--- src/rtl/subtractor_serial.sv ---
// Bit-serial subtractor: r1 - r2 - bi, one bit per clock LSB first, start/ready/done handshake.
// Optional build macro SUBTRACTOR_SERIAL_SAT_EN saturates a borrowing result to zero.
module subtractor_serial #(
  parameter int unsigned WIDTH = 4
) (
  input  logic             clk,
  input  logic             reset,
  input  logic             start,
  input  logic [WIDTH-1:0] r1,
  input  logic [WIDTH-1:0] r2,
  input  logic             bi,
  output logic             ready,
  output logic             done,
  output logic [WIDTH-1:0] result,
  output logic             borrow
);

  localparam int unsigned CntW = $clog2(WIDTH) + 1;

  typedef enum logic [1:0] {StIdle, StShift, StDone} state_e;

  state_e           r_state;
  state_e           w_state_next;
  logic [CntW-1:0]  r_cnt;
  logic [WIDTH-1:0] r_a;
  logic [WIDTH-1:0] r_b;
  logic [WIDTH-1:0] r_result;
  logic             r_br;

  logic             w_accept;
  logic             w_last;
  logic             w_d;
  logic             w_bnext;
  logic [WIDTH-1:0] w_shifted;

  assign w_accept  = start && (r_state != StShift);
  assign w_last    = (r_state == StShift) && (r_cnt == CntW'(WIDTH - 1));
  assign w_d       = r_a[0] ^ r_b[0] ^ r_br;
  assign w_bnext   = (~r_a[0] & r_b[0]) | (~r_a[0] & r_br) | (r_b[0] & r_br);
  assign w_shifted = {w_d, r_result[WIDTH-1:1]};

  always_ff @(posedge clk) begin
    if (reset) begin
      r_state <= StIdle;
    end else begin
      r_state <= w_state_next;
    end
  end

  always_comb begin
    w_state_next = r_state;
    unique case (r_state)
      StIdle:  if (w_accept) w_state_next = StShift;
      StShift: if (w_last) w_state_next = StDone;
      StDone:  w_state_next = w_accept ? StShift : StIdle;
      default: w_state_next = StIdle;
    endcase
  end

  always_ff @(posedge clk) begin
    if (reset) begin
      r_a      <= '0;
      r_b      <= '0;
      r_br     <= 1'b0;
      r_cnt    <= '0;
      r_result <= '0;
    end else if (w_accept) begin
      r_a   <= r1;
      r_b   <= r2;
      r_br  <= bi;
      r_cnt <= '0;
    end else if (r_state == StShift) begin
      r_a   <= r_a >> 1;
      r_b   <= r_b >> 1;
      r_br  <= w_bnext;
      r_cnt <= r_cnt + CntW'(1);
`ifdef SUBTRACTOR_SERIAL_SAT_EN
      r_result <= (w_last && w_bnext) ? '0 : w_shifted;
`else
      r_result <= w_shifted;
`endif
    end
  end

  // Outputs decode registered state only; no input reaches an output combinationally.
  assign ready  = (r_state != StShift);
  assign done   = (r_state == StDone);
  assign result = r_result;
  assign borrow = r_br;

endmodule

--- config.mk ---
export PLATFORM = sky130hd
export DESIGN_NAME = subtractor_serial
export DESIGN_NICKNAME = d
export VERILOG_FILES = /design/src/rtl/subtractor_serial.sv
export SDC_FILE = /design/constraint.sdc
export NUM_CORES = 1
export LEC_CHECK = 0
export CAP_MARGIN = 20
export CORE_AREA = 2 2 56 58
export DETAILED_ROUTE_END_ITERATION = 8
export DIE_AREA = 0 0 58 60
export PLACE_DENSITY_LB_ADDON = 0.3
export SLEW_MARGIN = 20
export SYNTH_ARGS = -nofsm -noshare
export SYNTH_HDL_FRONTEND = slang
export SYNTH_SLANG_ARGS = --single-unit
--- constraint.sdc ---
create_clock -name clk -period 2.6 [get_ports clk]
set_clock_uncertainty 0.15 [all_clocks]
set_input_delay 0.78 -clock clk [delete_from_list [all_inputs] [get_ports clk]]
set_output_delay 0.78 -clock clk [all_outputs]
set_load 0.02 [all_outputs]
# [After elaboration in Yosys (flattened, before gate mapping)]
# Cells that the tools add are included.
[classes] n_bitwise=9 mux=10 add_sub_neg=1 eq_ne=6 reduce_logical=7
[op_table] op="2-to-1 mux 4 bit" n=4
[op_table] op="one-hot mux 2 bit (3 select lines)" n=1
[op_table] op="2-to-1 mux 2 bit" n=2
[op_table] op="!= test 2 bit (second input constant)" n=2
[op_table] op="AND reduction 2 bit" n=2
[op_table] op="adder 3 x 1 -> 3 bit (second input constant)" n=1
[op_table] op="AND 1 bit" n=3
[op_table] op="equality test 3 x 2 -> 1 bit (second input constant)" n=1
[op_table] op="2-to-1 mux 1 bit" n=3
[op_table] op="equality test 2 x 1 -> 1 bit (second input constant)" n=1
[op_table] op="equality test 2 bit (second input constant)" n=1
[op_table] op="logical AND 1 bit" n=2
[op_table] op="zero test 2 bit" n=1
[op_table] op="!= test 2 x 1 -> 1 bit (second input constant)" n=1
[op_table] op="NOT 1 bit" n=2
[op_table] op="OR 1 bit" n=2
[op_table] op="nonzero test 2 bit" n=1
[op_table] op="OR reduction 2 bit" n=1
[op_table] op="XOR 1 bit" n=2
[word_totals] output_inout_bits=7 register_bits=18 in_bits=12

# [Depth between registers and ports, before layout]
[depth] ltp_word=6 ltp_mapped=5 ltp_nobuf=4

# [Worst setup path after synthesis]
# OpenSTA, ideal clock, no wires.
[synth_timing] kind="register to output" from="register r_state[0]" to="output ready" stages_incl_launch_ff=4 arrival_ns=0.703 setup_slack_ns=0.967 path_cell_list="dfxtp_1 -> nor2b_4 -> inv_2 -> buf_2"
[synth_via] elab_chain_cells=1
[synth_lines] element="from (decl)" line_no="22" source="state_e r_state;"
[synth_lines] element="from (signal assigned)" line_no="44" source="r_state <= StIdle;"
[synth_lines] element="from (signal assigned)" line_no="46" source="r_state <= w_state_next;"
[synth_lines] element="!= test 2 x 1 -> 1 bit" line_no="86" source="assign ready = (r_state != StShift);"
[synth_lines] element="to (decl)" line_no="12" source="output logic ready,"
# No other way between the ends.

# [Final worst setup path]
# Same ends and word-level chain as after synthesis.

==> impl_metrics.env <==
export IMPL_crit_chain="nor2b_4, inv_2, clkdlybuf4s50_1"
export IMPL_hpwl_um=1073
export IMPL_cp_arrival_ns=1.42
export IMPL_first_pass_iters=4
export IMPL_min_period_ns=2.349
export IMPL_worst_setup_path_start_kind="flip-flop"
export IMPL_cts_root_buf="clkbuf_4"
export IMPL_ys_seq_elements=18
export IMPL_antenna_found_initial=0
export IMPL_netlist_instances=81
export IMPL_clk_path_buf_depth=2
export IMPL_final_nets=116
export IMPL_crit_type="flip-flop to output port"
export IMPL_areaGrowthSynthToFinish_pct=31.19
export IMPL_drv_slew=0
export IMPL_drcViolationCount=0
export IMPL_hold_path_class="flip-flop to flip-flop"
export IMPL_gp_congestion=0.6932
export IMPL_max_cap_violations=0
export IMPL_grt_start_max_net_pins=22
export IMPL_vias=608
export IMPL_num_antenna_cells=0
export IMPL_r2r_slack_ns=1.30
export IMPL_hold_slack_ns=0.3195
export IMPL_critPathCaptureType="output port"
export IMPL_cts_hold_repair_buffers=0
export IMPL_crit_path_max_fanout=3
export IMPL_syn_cell_area_um2=778.2
export IMPL_mostFrequentLayoutCells="dfxtp_1 (18), clkdlybuf4s50_1 (18), mux2i_1 (9), nor2_1 (9), a211oi_1 (8)"
export IMPL_synthDistinctLibCells=22
export IMPL_cts_tree="done"
export IMPL_r2r_start="r_state[0]"
export IMPL_worst_path_largest_cell_delay_ns=0.53
export IMPL_worst_path_buf_inv=2
export IMPL_totalWireLength_um=1498
export IMPL_r2r_cells=4
export IMPL_cpMaxStageDelayCell="clkdlybuf4s50_1"
export IMPL_p_leak_nw=0.4008
export IMPL_drt_initial_drc_count=6
export IMPL_required_ns=1.67
export IMPL_yosysWarnings=0
export IMPL_crit_start="r_state[0]"
export IMPL_clkTransAtPathRegs_ns=0.11
export IMPL_p_per_area_nw_per_um2=566.0
export IMPL_die_height_um=60
export IMPL_coreArea_um2=2903
export IMPL_die_w_um=58
export IMPL_clock_latency_ns=0.29
export IMPL_hold_viol_final=0
export IMPL_drtAntennaViolNets=0
export IMPL_grt_overflow_total=0
export IMPL_seq_area_frac_synth_pct=46.30
export IMPL_setup_violations=0
export IMPL_wl_per_cell_um=11.26
export IMPL_htreeDepth=1
export IMPL_syn_avg_cell_area_um2=9.608
export IMPL_viasPerCell=4.571
export IMPL_grt_first_pass_wirelength_um=2428
export IMPL_worst_pin_slew_ns=0.6383
export IMPL_num_rows=20
export IMPL_setup_tns_ns=0
export IMPL_post_route_period_util_pct=90.36
export IMPL_portBuffers=18
export IMPL_die_area_um2=3480
export IMPL_postCtsSetupBuffers=0
export IMPL_hold_path_startpoint="result[0]"
export IMPL_ir_drop_mv=0.2534
export IMPL_rsz0062_at_grt="no"
export IMPL_status="completed"
export IMPL_drive_gt1_share_pct=9.000
export IMPL_grt_pass1_vias=551
export IMPL_slew_headroom_pct=57.31
export IMPL_max_freq_ghz=0.4256
export IMPL_critPathTopFamily="buffers and inverters"
export IMPL_post_cts_resized=0
export IMPL_cts_sinks=18
export IMPL_hold_end="result[0]"
export IMPL_gr_usage_all_layers_pct=9.240
export IMPL_io_pins=19
export IMPL_cts_made_buffers=3
export IMPL_rr_endpoint="r_cnt[2]"
export IMPL_synth_net_count=96
export IMPL_min_delay_path_depth=2
export IMPL_start_util_pct=26.81
## through the flow
step	util (%)	total power [mW]	instances	cell area [µm²]	setup WS, ns
after floorplan	-	0.3708	81	778.2	0.9675
after global placement	33.92	0.4105	129	984.7	0.5112
after detailed placement	33.92	0.4128	129	984.7	0.4839
after CTS	35.17	0.5869	133	1021	0.2228
after global routing	35.17	0.6074	133	1021	0.1757
final	35.17	0.5779	133	1021	0.2506
## routing by layer
| metal | global-route usage (%) | wire length [µm] |
|---|---|---|
| met1 | 12.19 | 737 |
| met2 | 14.61 | 712 |
| met3 | 1.948 | 48 |
| met4 | 3.987 | 0 |
| met5 | 0 | 0 |
## logic make-up (layout without fill, tap and decap cells)
kind of cell,after synthesis,after routing,share of synthesized area (%)
compound gates,15,15,12.70
fa+ha+maj,3,3,5.787
buf+inv,10,29,6.751
flops,18,18,46.30
mux,9,9,11.58
simple gates,26,26,16.88
## worst register-to-register path: cells and delay by family (launching register included)
| kind | cells | cell delay (ns) |
|---|---|---|
| simple gates | 2 | 0.45 |
| compound gates | 1 | 0.14 |
| flops | 1 | 0.34 |
| buf+inv | 1 | 0.17 |
## registers in the layout (all words and copies together), names as in the netlist
name,cells
result,4
r_b,4
borrow,1
r_state,2
r_a,4
r_cnt,3
## synthesized netlist by cell type
cell / n / area [µm²]
nand2_1: 7 / 26.28
buf_6: 1 / 11.26
nor3_1: 2 / 10.01
nor3b_1: 1 / 7.510
inv_1: 3 / 11.26
nand3b_1: 2 / 15.01
nand2b_1: 2 / 12.51
dfxtp_1: 18 / 360.4
a21oi_1: 6 / 30.03
ha_1: 2 / 25.02
nor2b_1: 1 / 6.260
a2bb2oi_1: 1 / 8.760
buf_1: 1 / 3.750
buf_2: 3 / 15.01
buf_4: 1 / 7.510
nor2b_4: 1 / 13.76
nor2_1: 9 / 33.78
fa_1: 1 / 20.02
or3_1: 1 / 6.260
a211oi_1: 8 / 60.06
mux2i_1: 9 / 90.09
inv_2: 1 / 3.750
## worst max path at each step
stage	to	slack, ns	cells past startpoint
floorplan	ready	0.97	3
global placement	r_a[3]	0.51	2
detailed placement	r_a[3]	0.48	2
CTS	done	0.22	2
global route	ready	0.18	3
finish	ready	0.25	3
## layout make-up
class / instances / area, µm²
tap: 33 / 41.29
fill: 322 / 1882
sequential: 18 / 360.3
timing repair buffer: 21 / 202.7
inverter: 4 / 15.01
clock buffer: 4 / 36.28
multi-input combinational: 53 / 365.4
## power by group
| group | total [mW] | switching, mW | internal [mW] |
|---|---|---|---|
| Clock | 0.173 | 0.0876 | 0.0853 |
| Combinational | 0.100 | 0.0480 | 0.0521 |
| Sequential | 0.305 | 0.0112 | 0.294 |
| Total | 0.578 | 0.147 | 0.431 |
Power figures use the tool's default switching activity.
